<file path="config.mk">
export PLATFORM = sky130hd
export DESIGN_NAME = otter_fetch_queue
export DESIGN_NICKNAME = d
export VERILOG_FILES = /design/src/rtl/otter_pkg.sv /design/src/rtl/otter_fetch_queue.sv
export SDC_FILE = /design/constraint.sdc
export NUM_CORES = 1
export LEC_CHECK = 0
export BUFFER_PORTS_ARGS = -buffer_cell sky130_fd_sc_hd__buf_2
export CAP_MARGIN = 20
export CORE_ASPECT_RATIO = 0.8
export CORE_UTILIZATION = 38
export CTS_BUF_LIST = sky130_fd_sc_hd__clkbuf_4 sky130_fd_sc_hd__clkbuf_8 sky130_fd_sc_hd__clkbuf_16
export CTS_CLUSTER_DIAMETER = 50
export DETAILED_ROUTE_END_ITERATION = 10
export PLACE_DENSITY = 0.55
export SLEW_MARGIN = 20
export SYNTH_ARGS = -nofsm -noshare
export SYNTH_HDL_FRONTEND = slang
export SYNTH_SLANG_ARGS = --single-unit
</file>
<file path="constraint.sdc">
create_clock -name clk -period 4.55 [get_ports clk]
set_input_delay 0.2275 -clock clk [delete_from_list [all_inputs] [get_ports clk]]
set_output_delay 0.2275 -clock clk [all_outputs]
set_load 0.1 [all_outputs]
</file>
<file path="src/rtl/otter_pkg.sv">
// Shared OTTER definitions: RV32I major opcodes, the canonical NOP, and the
// fetch-queue entry layout used between fetch and decode.
package otter_pkg;

  localparam logic [31:0] NOP_IR = 32'h0000_0013;  // addi x0, x0, 0

  typedef enum logic [6:0] {
    LUI    = 7'b0110111,
    AUIPC  = 7'b0010111,
    JAL    = 7'b1101111,
    JALR   = 7'b1100111,
    BRANCH = 7'b1100011,
    LOAD   = 7'b0000011,
    STORE  = 7'b0100011,
    OP_IMM = 7'b0010011,
    OP     = 7'b0110011,
    SYSTEM = 7'b1110011
  } opcode_t;

  typedef struct packed {
    logic [31:0] pc;
    logic [31:0] ir;
  } fq_entry_t;

endpackage

</file>
<file path="src/rtl/otter_fetch_queue.sv">
// Instruction queue between fetch and decode: a count-tracked circular buffer
// of {PC, IR} entries, flushable on redirect, with NOP presented when empty.
module otter_fetch_queue #(
  parameter int          DEPTH  = 4,
  parameter logic [31:0] NOP_IR = otter_pkg::NOP_IR
) (
  input  logic                     clk,
  input  logic                     rst_n,
  input  logic                     flush,
  input  logic                     if_valid,
  input  logic [31:0]              if_pc,
  input  logic [31:0]              if_ir,
  output logic                     if_ready,
  input  logic                     dq_ready,
  output logic                     dq_valid,
  output logic [31:0]              dq_pc,
  output logic [31:0]              dq_ir,
  output logic [6:0]               dq_opcode,
  output logic [2:0]               dq_func3,
  output logic [6:0]               dq_func7,
  output logic [$clog2(DEPTH):0]   count
);

  localparam int PW = $clog2(DEPTH);
  localparam int CW = PW + 1;
  localparam logic [CW-1:0] FULL_COUNT = CW'(DEPTH);

  otter_pkg::fq_entry_t mem [DEPTH];
  otter_pkg::fq_entry_t head;
  logic [PW-1:0]        wr_ptr;
  logic [PW-1:0]        rd_ptr;
  logic                 push;
  logic                 pop;

  // Handshake: a transfer happens on a rising edge where valid && ready are
  // both high; the producer must hold its data while ready is low. Ready on
  // the fetch side depends only on occupancy, never on dq_ready.
  assign if_ready = (count != FULL_COUNT);
  assign dq_valid = (count != '0);
  assign push     = if_valid && if_ready && !flush;
  assign pop      = dq_valid && dq_ready && !flush;

  always_ff @(posedge clk or negedge rst_n) begin
    if (!rst_n) begin
      wr_ptr <= '0;
      rd_ptr <= '0;
      count  <= '0;
    end else if (flush) begin
      wr_ptr <= '0;
      rd_ptr <= '0;
      count  <= '0;
    end else begin
      if (push) wr_ptr <= wr_ptr + PW'(1);
      if (pop)  rd_ptr <= rd_ptr + PW'(1);
      case ({push, pop})
        2'b10:   count <= count + CW'(1);
        2'b01:   count <= count - CW'(1);
        default: count <= count;
      endcase
    end
  end

  // Storage is deliberately not reset; stale entries are masked by count.
  always_ff @(posedge clk) begin
    if (push) mem[wr_ptr] <= '{pc: if_pc, ir: if_ir};
  end

  assign head      = mem[rd_ptr];
  assign dq_pc     = dq_valid ? head.pc : 32'h0;
  assign dq_ir     = dq_valid ? head.ir : NOP_IR;
  assign dq_opcode = dq_ir[6:0];
  assign dq_func3  = dq_ir[14:12];
  assign dq_func7  = dq_ir[31:25];

endmodule

</file>
==> impl_metrics.csv, run 1 <==
group,metric,value,unit
floorplan,num_io_pins,155,
grt,grt_max_degree,66,
floorplan,fp.dieArea,27910,µm²
route,drtAntennaViolNets,0,
job,maxCapViolCount,0,
place,gp_congestion,0.7270,
floorplan,fp.dieW,186.5,µm
cells_and_area,drive_gt1_share,37.57,%
power_and_ir_drop,p_sw,0.003407,W
grt,grt_util_all_layers,14.91,%
clocking,cts_sinks,263,
sta,slew_headroom,29.96,%
cells_and_area,final_cell_mix,"256 x edfxtp_1, 154 x buf_2, 66 x dlygate4sd3_1, 64 x mux4_2, 61 x and2_1",
route,drt_first_pass_iters,4,
logic_synthesis,seq_area_frac_synth,75.96,%
sta,tightestPinTransition,1.051,ns
sta,fin_skew,0.009362,ns
cells_and_area,layout_commonest_cell,"edfxtp_1",
critical_path,endpoint_kind,"primary output",
sta,finalSetupViolations,0,
logic_synthesis,synthArstFlopShare,2.662,%
grt,grt_antenna_before_repair,2,
floorplan,initial_core_util,39.02,%
logic_synthesis,synth-main-ff-cell,"edfxtp_1",
clocking,cts_tree,"built",
power_and_ir_drop,power_frac_clock,25.9,%
sta,finalSetupTns,0,ns
route,drt_iter0_drc,251,
cells_and_area,nets,771,
route,drc,0,
power_and_ir_drop,p_leak,4.465,nW
critical_path,crit_chain,"buf_4, mux4_2, and2_1, buf_2",
clocking,clock_path_buffers,3,
min_path,worstHoldPathCells,3,
critical_path,path_depth,4,
logic_synthesis,syn-num-nets,561,
place,hpwl,11.22,mm
critical_path,cp-start-kind,"flip-flop",
route,wl_per_cell,19.09,µm
critical_path,required,4.32,ns
floorplan,rows,53,
sta,grt_setup_unrepaired,"no",
logic_synthesis,synth_area,10350,µm²
power_and_ir_drop,internal-power,0.004591,W
route,routed_via_density,4.899,
logic_synthesis,postSynthCellCount,487,
min_path,min_path_type,"in2reg",
run_status,status,"finished, final reports clean",
cells_and_area,fill_cells,2267,
clocking,cts_resized,0,
logic_synthesis,yosysUniqueCellTypes,37,
floorplan,core,26530,µm²
power_and_ir_drop,combPwrFrac,38.2,%
logic_synthesis,synth_edf_count,256,
route,finalWirelength,20.52,mm
sta,fin_crit_sh,70.28,%
grt,grt_pass1_wl,31.97,mm
place,portBuffers,154,
sta,maxSlewViolCount,0,
clocking,insertion_delay,0.52,ns
sta,hold_viol,0,
power_and_ir_drop,seq_power_share,35.9,%
clocking,clk_pin_slew_worst_paths,0.06,ns
cells_and_area,area_delta_synth_final,24.28,%
grt,grt_pass1_vias,5699,
critical_path,path_buf_inv,2,
critical_path,path_delay_family,"flip-flops",
critical_path,slowest_delay,0.90,ns
clocking,hold_buffers,66,
floorplan,die-height,149.6,µm
grt,overflow,0,
logic_synthesis,syn_area_per_cell,21.25,µm²
clocking,cts_root_buf,"clkbuf_16",
logic_synthesis,ys_ff_latch,263,
critical_path,crit_type,"reg2out",
critical_path,critical_path_arrival,2.97,ns
power_and_ir_drop,cellPowerDensity,621.7,nW/µm²
critical_path,crit_fanout,34,
cells_and_area,fin_util,48.50,%
power_and_ir_drop,ir_drop,0.4081,mV
route,vias,5266,
critical_path,r2r_cells,5,
clocking,cts_max_level,1,
sta,max_freq,0.3127,GHz
critical_path,cp_slowest_cell,"dfrtp_4",
clocking,post-cts-setup-buffer-count,0,
clocking,cts_inserted_buffers,27,
logic_synthesis,yosys_warnings,0,
power_and_ir_drop,p_sw_share,42.60,%
sta,fin_crit,3.198,ns
cell usage after synthesis (4+ instances only):
library cell / n / area, µm²
edfxtp_1: 256 / 7687
mux4_2: 64 / 1441
and2_1: 61 / 381.6
buf_4: 19 / 142.6
buf_2: 10 / 50.05
clkbuf_1: 8 / 30.03
dfrtp_1: 7 / 175.2
inv_1: 6 / 22.52
buf_6: 5 / 56.30
nor2_1: 5 / 18.77
a21oi_1: 4 / 20.02
and3_1: 4 / 25.02
ha_1: 4 / 50.05
worst paths after layout:
kind / start / to / slack [ns]
setup / recovery: rd_ptr[0] / dq_pc[16] / 1.35
hold / removal: if_valid / wr_ptr[1] / 0.08
setup reg to reg: count[1] / count[2] / 2.21
hold reg to reg: wr_ptr[1] / wr_ptr[1] / 0.61
max in group asynchronous: rst_n / rd_ptr[1] / 4.27
min in group asynchronous: rst_n / rd_ptr[0] / 0.09
state kept, by name (all words and copies together) (netlist names):
register / flops
mem: 256
rd_ptr: 2
count: 3
wr_ptr: 2
through the flow:
step | setup slack, ns | cells | hold slack, ns | total power, W | area, µm²
finish | 1.352 | 1075 | 0.08233 | 0.007998 | 12860
global route | 1.088 | 1075 | 0.07998 | 0.008269 | 12860
CTS | 1.214 | 1072 | 0.04137 | 0.008094 | 12840
detailed placement | 1.790 | 958 | 0.07607 | 0.005968 | 11350
global placement | 1.802 | 957 | 0.06922 | 0.005928 | 11330
floorplan | 0.3947 | 487 | -0.06809 | 0.005553 | 10350
worst reg2reg max path, stage by stage (launching register included):
cell and delay, ns:
dfrtp_1 0.54, o31ai_2 0.40, nor3_1 0.14, fa_1 0.42, or4_1 0.53, a31oi_1 0.21
kinds of logic (layout without fill, tap and decap cells):
group           Yosys count  after routing  share of synthesized area (%)
buf+inv                  49            278                          2.949
simple gates             85             85                          4.908
other cells               0              2                              0
fa+ha+maj                 5              5                         0.6769
mux                      65             65                          14.03
flops                   263            263                          75.96
xor+xnor                  3              3                         0.2539
compound gates           17             17                          1.221
power by group through the flow:
stage	Sequential [W]	Clock [W]	Combinational (W)
after floorplan	0.00287	0	0.00268
after global routing	0.00289	0.00221	0.00317
final	0.00287	0.00207	0.00306
after global placement	0.00292	0	0.00301
after detailed placement	0.00293	0	0.00304
after CTS	0.00288	0.00213	0.00309
routing by layer:
layer / up-vias / wire, µm / GRT usage (%)
li1: 2372 / - / -
met1: 2705 / 9014 / 19.26
met2: 155 / 9956 / 25.60
met3: 34 / 1146 / 3.612
met4: 0 / 399 / 3.402
met5: - / 0 / 0
area by class of cell:
class                   instances  area [µm²]  share of cell area (%)
flip-flops and latches        263        7870                   61.18
multi-input cells             175        2203                   17.13
repair buffers                224        1486                   11.55
clock buffers                  31       705.7                   5.485
well taps                     357       446.7                   3.472
clock inverters                17       125.1                  0.9726
inverters                       6       22.52                  0.1751
diodes                          2       5.005                 0.03890
No activity file was read; power rests on OpenSTA's default activity.
==> run 2: changes to the inputs <==
clock period = 3.1 ns   (was 4.55 ns; I/O delays follow)
==> impl_metrics.csv, run 2 (synthesis gave the netlist of run 1 again) <==
group,metric,value,unit
min_path,min_path_type,"in2reg",
place,portBuffers,154,
grt,top_usage_layer,"met2",
cells_and_area,largest_register,"mem",
floorplan,rows,53,
cells_and_area,antennaDiodeCount,0,
critical_path,cp-start-kind,"flip-flop",
power_and_ir_drop,internal-power,0.007089,W
clocking,cts_tree,"built",
grt,grt_util_all_layers,14.89,%
cells_and_area,area_delta_synth_final,27.00,%
clocking,cts_max_level,1,
floorplan,die-height,149.6,µm
cells_and_area,top_regs,"mem: 256 flops, count: 3 flops",
cells_and_area,stdcell_area,13150,µm²
floorplan,core,26530,µm²
cells_and_area,final_cell_mix,"256 x edfxtp_1, 154 x buf_2, 68 x dlygate4sd3_1, 64 x mux4_2, 55 x and2_1",
cells_and_area,fin_util,49.56,%
sta,fin_ws,0.4318,ns
clocking,cts_root_buf,"clkbuf_16",
critical_path,crit_fanout,31,
cells_and_area,nets,783,
route,drt_iter0_drc,324,
floorplan,fp.dieW,186.5,µm
run_status,status,"finished, final reports clean",
power_and_ir_drop,p_leak,4.595,nW
critical_path,endpoint_kind,"primary output",
route,wl_per_cell,18.93,µm
place,gp_congestion,0.7043,
sta,maxSlewViolCount,0,
power_and_ir_drop,combPwrFrac,37.9,%
sta,fin_crit,2.668,ns
sta,fin_crit_sh,86.07,%
critical_path,slowest_delay,0.60,ns
clocking,cts_resized,0,
clocking,cts_sinks,263,
grt,grt_max_degree,41,
floorplan,fp.dieArea,27910,µm²
sta,slew_headroom,63.19,%
power_and_ir_drop,p_sw_share,41.90,%
grt,groute.layer.met2.usage,24.66,%
critical_path,cp_slowest_cell,"dfrtp_1",
clocking,post-cts-setup-buffer-count,0,
power_and_ir_drop,power_frac_clock,28.3,%
critical_path,cp_common_cell,"buf_4",
critical_path,critical_path_arrival,2.51,ns
clocking,insertion_delay,0.52,ns
cells_and_area,drive_gt1_share,40.49,%
grt,met3_usage,2.838,%
place,placedInstanceArea,11490,µm²
route,drt_first_pass_iters,4,
floorplan,initial_core_util,39.02,%
power_and_ir_drop,cellPowerDensity,928.1,nW/µm²
sta,finalSetupTns,0,ns
critical_path,crit_chain,"nor3_1, buf_4, inv_2, buf_4, and2_2, buf_2",
floorplan,num_io_pins,155,
sta,finalSetupViolations,0,
route,finalWirelength,20.60,mm
route,drc,0,
route,vias,5264,
place,dp_cells,967,
sta,grt_setup_unrepaired,"no",
sta,fin_skew,0.007774,ns
grt,grt_use_met1,20.55,%
grt,overflow,0,
clocking,clock_path_buffers,3,
cells_and_area,layout_commonest_cell,"edfxtp_1",
clocking,cts_inserted_buffers,29,
critical_path,required,2.94,ns
place,post-place-ws,0.8510,ns
cells_and_area,largest_register_ffs,256,
job,maxCapViolCount,0,
grt,grt_pass1_vias,5592,
cells_and_area,final_cells,1088,
place,hpwl,11.94,mm
route,drtAntennaViolNets,0,
sta,max_freq,0.3748,GHz
grt,grt_antenna_before_repair,0,
power_and_ir_drop,seq_power_share,33.8,%
clocking,clk_pin_slew_worst_paths,0.06,ns
route,routed_via_density,4.838,
power_and_ir_drop,ir_drop,0.6561,mV
power_and_ir_drop,p_sw,0.005112,W
sta,tightestPinTransition,0.5559,ns
sta,hold_viol,0,
critical_path,crit_type,"reg2out",
grt,grt_pass1_wl,31.81,mm
==> run 2: cell count changes in the layout (fill, tap and decap cells not counted), moves of 4 or more <==
cell,before,now
and2_1,61,55
inv_6,0,4
clkinv_1,11,6
and2_2,0,6
buf_12,2,6
buf_4,2,6
==> run 2: path summary, 6_finish.rpt <==
path,startpoint,end,slack [ns],depth (start not counted)
worst max-delay path,count[1],dq_func7[3],0.43,6
worst min-delay path,dq_ready,rd_ptr[0],0.1,4
worst max register to register,count[1],count[2],0.84,5
worst min register to register,wr_ptr[0],wr_ptr[0],0.62,2
max in group asynchronous,rst_n,rd_ptr[1],2.20,3
min in group asynchronous,rst_n,count[0],0.61,3
==> run 2: worst max-delay path: cells and delay by family, from the launching register on <==
kind | cells | cell delay (ns)
buffers and inverters | 4 | 1.04
DFF | 1 | 0.60
and+or+nand+nor | 2 | 0.34
==> run 2: area by class of cell <==
cell class	count	area [µm²]
clock inverters	20	217.7
flip-flops and latches	263	7873
clock buffers	33	755.7
repair buffers	234	1617
multi-input cells	175	2211
well taps	357	446.7
fillers	2248	13380
inverters	6	26.28
==> run 2: repair_timing <==
action                                 4_1_cts  5_1_grt
hold buffers                                68        0
endpoints found under the hold margin      269        0
setup endpoints to repair                    0        0
==> run 2: per-layer routing <==
metal  wire, µm  vias to the layer above
met5          0                        -
met4        309                        0
met3       1157                       27
met2       9677                      170
met1       9451                     2674
li1           -                     2393
==> run 2: power by group through the flow <==
stage               clock [W]  sequential (W)  combinational [W]
floorplan                   0         0.00421            0.00395
global placement            0         0.00419            0.00459
detailed placement          0         0.00419            0.00461
CTS                   0.00354         0.00412            0.00468
global route          0.00368         0.00413            0.00481
finish                0.00345         0.00412            0.00463
==> run 2: through the flow <==
stage	hold WS, ns	power (W)
after CTS	0.07564	0.01234
after floorplan	-0.1406	0.008157
final	0.09767	0.01220
after detailed placement	0.006702	0.008800
after global placement	0.0003271	0.008773
after global routing	0.1363	0.01262
==> run 3: changes to the inputs <==
--- a/config.mk
+++ b/config.mk
@@ -10,2 +10,3 @@
 export CORE_ASPECT_RATIO = 0.8
+export CORE_MARGIN = 5
 export CORE_UTILIZATION = 38
@@ -19 +20,2 @@
 export SYNTH_SLANG_ARGS = --single-unit
+export TNS_END_PERCENT = 10
--- a/constraint.sdc
+++ b/constraint.sdc
@@ -3,2 +3,2 @@
 set_output_delay 0.155 -clock clk [all_outputs]
-set_load 0.1 [all_outputs]
+set_load 0.01 [all_outputs]
==> impl_metrics.csv, run 3 (synthesis gave the netlist of run 1 again) <==
group,metric,value,unit
route,drt_iter0_drc,241,
sta,finalSetupViolations,0,
critical_path,cp-start-kind,"flip-flop",
clocking,cts_sinks,263,
floorplan,initial_core_util,38.21,%
min_path,hold_start,"dq_ready",
floorplan,rows,54,
sta,hold_viol,0,
clocking,insertion_delay,0.54,ns
critical_path,critical_path_arrival,2.54,ns
grt,grt_antenna_before_repair,1,
route,wl_per_cell,19.60,µm
critical_path,crit_fanout,27,
grt,grt_pass1_wl,33.42,mm
route,finalWirelength,21.49,mm
floorplan,num_io_pins,155,
sta,tightestPinTransition,0.6088,ns
grt,grt_pass1_vias,5808,
clocking,cts_max_level,1,
floorplan,core,27090,µm²
cells_and_area,largest_register,"mem",
critical_path,required,2.94,ns
sta,maxSlewViolCount,0,
place,gp_congestion,0.7084,
cells_and_area,final_cells,1096,
clocking,clock_path_buffers,3,
place,hpwl,13.10,mm
clocking,post-cts-setup-buffer-count,0,
grt,overflow,0,
floorplan,fp.dieArea,30660,µm²
cells_and_area,nets,785,
route,vias,5289,
grt,grt_max_degree,40,
place,portBuffers,154,
cells_and_area,stdcell_area,13170,µm²
route,drc,0,
min_path,min_path_type,"in2reg",
floorplan,fp.dieW,194.5,µm
sta,fin_crit_sh,86.79,%
clocking,cts_tree,"built",
route,routed_via_density,4.826,
critical_path,endpoint_kind,"primary output",
critical_path,crit_start,"rd_ptr[0]",
grt,grt_util_all_layers,13.91,%
cells_and_area,area_delta_synth_final,27.21,%
clocking,cts_resized,0,
cells_and_area,final_cell_mix,"256 x edfxtp_1, 154 x buf_2, 68 x dlygate4sd3_1, 64 x mux4_2, 61 x and2_1",
clocking,cts_root_buf,"clkbuf_16",
critical_path,crit_type,"reg2out",
job,maxCapViolCount,0,
sta,finalSetupTns,0,ns
critical_path,reg2reg_from,"count[1]",
cells_and_area,largest_register_ffs,256,
run_status,status,"finished, final reports clean",
route,drt_first_pass_iters,6,
sta,slew_headroom,59.42,%
power_and_ir_drop,cellPowerDensity,719.6,nW/µm²
cells_and_area,top_regs,"mem: 256 flops, count: 3 flops",
place,dp_cells,975,
power_and_ir_drop,ir_drop,0.4318,mV
sta,max_freq,0.3717,GHz
route,drtAntennaViolNets,0,
cells_and_area,layout_commonest_cell,"edfxtp_1",
cells_and_area,fin_util,48.60,%
place,placedInstanceArea,11520,µm²
clocking,cts_inserted_buffers,30,
sta,fin_crit,2.690,ns
floorplan,die-height,157.6,µm
clocking,clk_pin_slew_worst_paths,0.06,ns
sta,fin_skew,0.01432,ns
power_and_ir_drop,p_leak,4.595,nW
cells_and_area,drive_gt1_share,39.67,%
sta,grt_setup_unrepaired,"no",
run 3: changes by cell type in the layout (fill, tap and decap cells not counted), moves of 3 or more:
cell | before | now
and2_1 | 55 | 61
inv_6 | 4 | 1
clkinv_1 | 6 | 3
clkbuf_4 | 4 | 8
and2_2 | 6 | 0
run 3: what timing repair did:
item | CTS | global route
hold buffers | 68 | 0
endpoints found under the setup margin | 0 | 0
hold endpoints to repair | 269 | 0
run 3: metal layers:
layer / routed length [µm] / GRT usage [%]
met1: 9447 / 18.73
met2: 10560 / 23.58
met3: 1051 / 2.957
met4: 428 / 3.347
met5: 0 / 0
run 3: layout make-up:
type                            count  area (µm²)
Multi-Input combinational cell    175        2203
Clock buffer                       39       835.8
Fill cell                        2274       13930
Antenna cell                        1       2.502
Inverter                            6       22.52
Timing Repair Buffer              235        1649
Clock inverter                     13       128.9
Tap cell                          364       455.4
Sequential cell                   263        7870
run 3: critical path, stage by stage, from the launching register on:
cell	delay, ns
dfrtp_4	0.83
buf_12	0.30
mux4_2	0.53
and2_1	0.19
buf_2	0.14
run 3: metrics by stage:
stage	total power, W	hold slack (ns)	setup slack [ns]
after detailed placement	0.006176	0.007105	0.8227
after global routing	0.009932	0.1027	0.2333
final	0.009476	0.09116	0.4095
after CTS	0.009661	0.05746	0.3176
after global placement	0.006157	-0.0006566	0.9120
after floorplan	0.005480	-0.1406	0.1947
run 3: worst paths after layout:
check	slack, ns	cells past startpoint	to
worst min-delay path	0.09	4	rd_ptr[0]
worst max-delay path	0.41	4	dq_pc[8]
worst min register to register	0.62	2	wr_ptr[1]
min in group asynchronous	0.59	3	count[0]
worst max register to register	0.83	6	count[1]
max in group asynchronous	2.22	3	rd_ptr[1]
run 3: where the power goes:
| part | switching [W] | internal [W] | total (W) |
|---|---|---|---|
| Clock | 0.00132 | 0.00206 | 0.00337 |
| Combinational | 0.000963 | 0.000960 | 0.00192 |
| Sequential | 0.000138 | 0.00404 | 0.00418 |
| Total | 0.00242 | 0.00706 | 0.00948 |
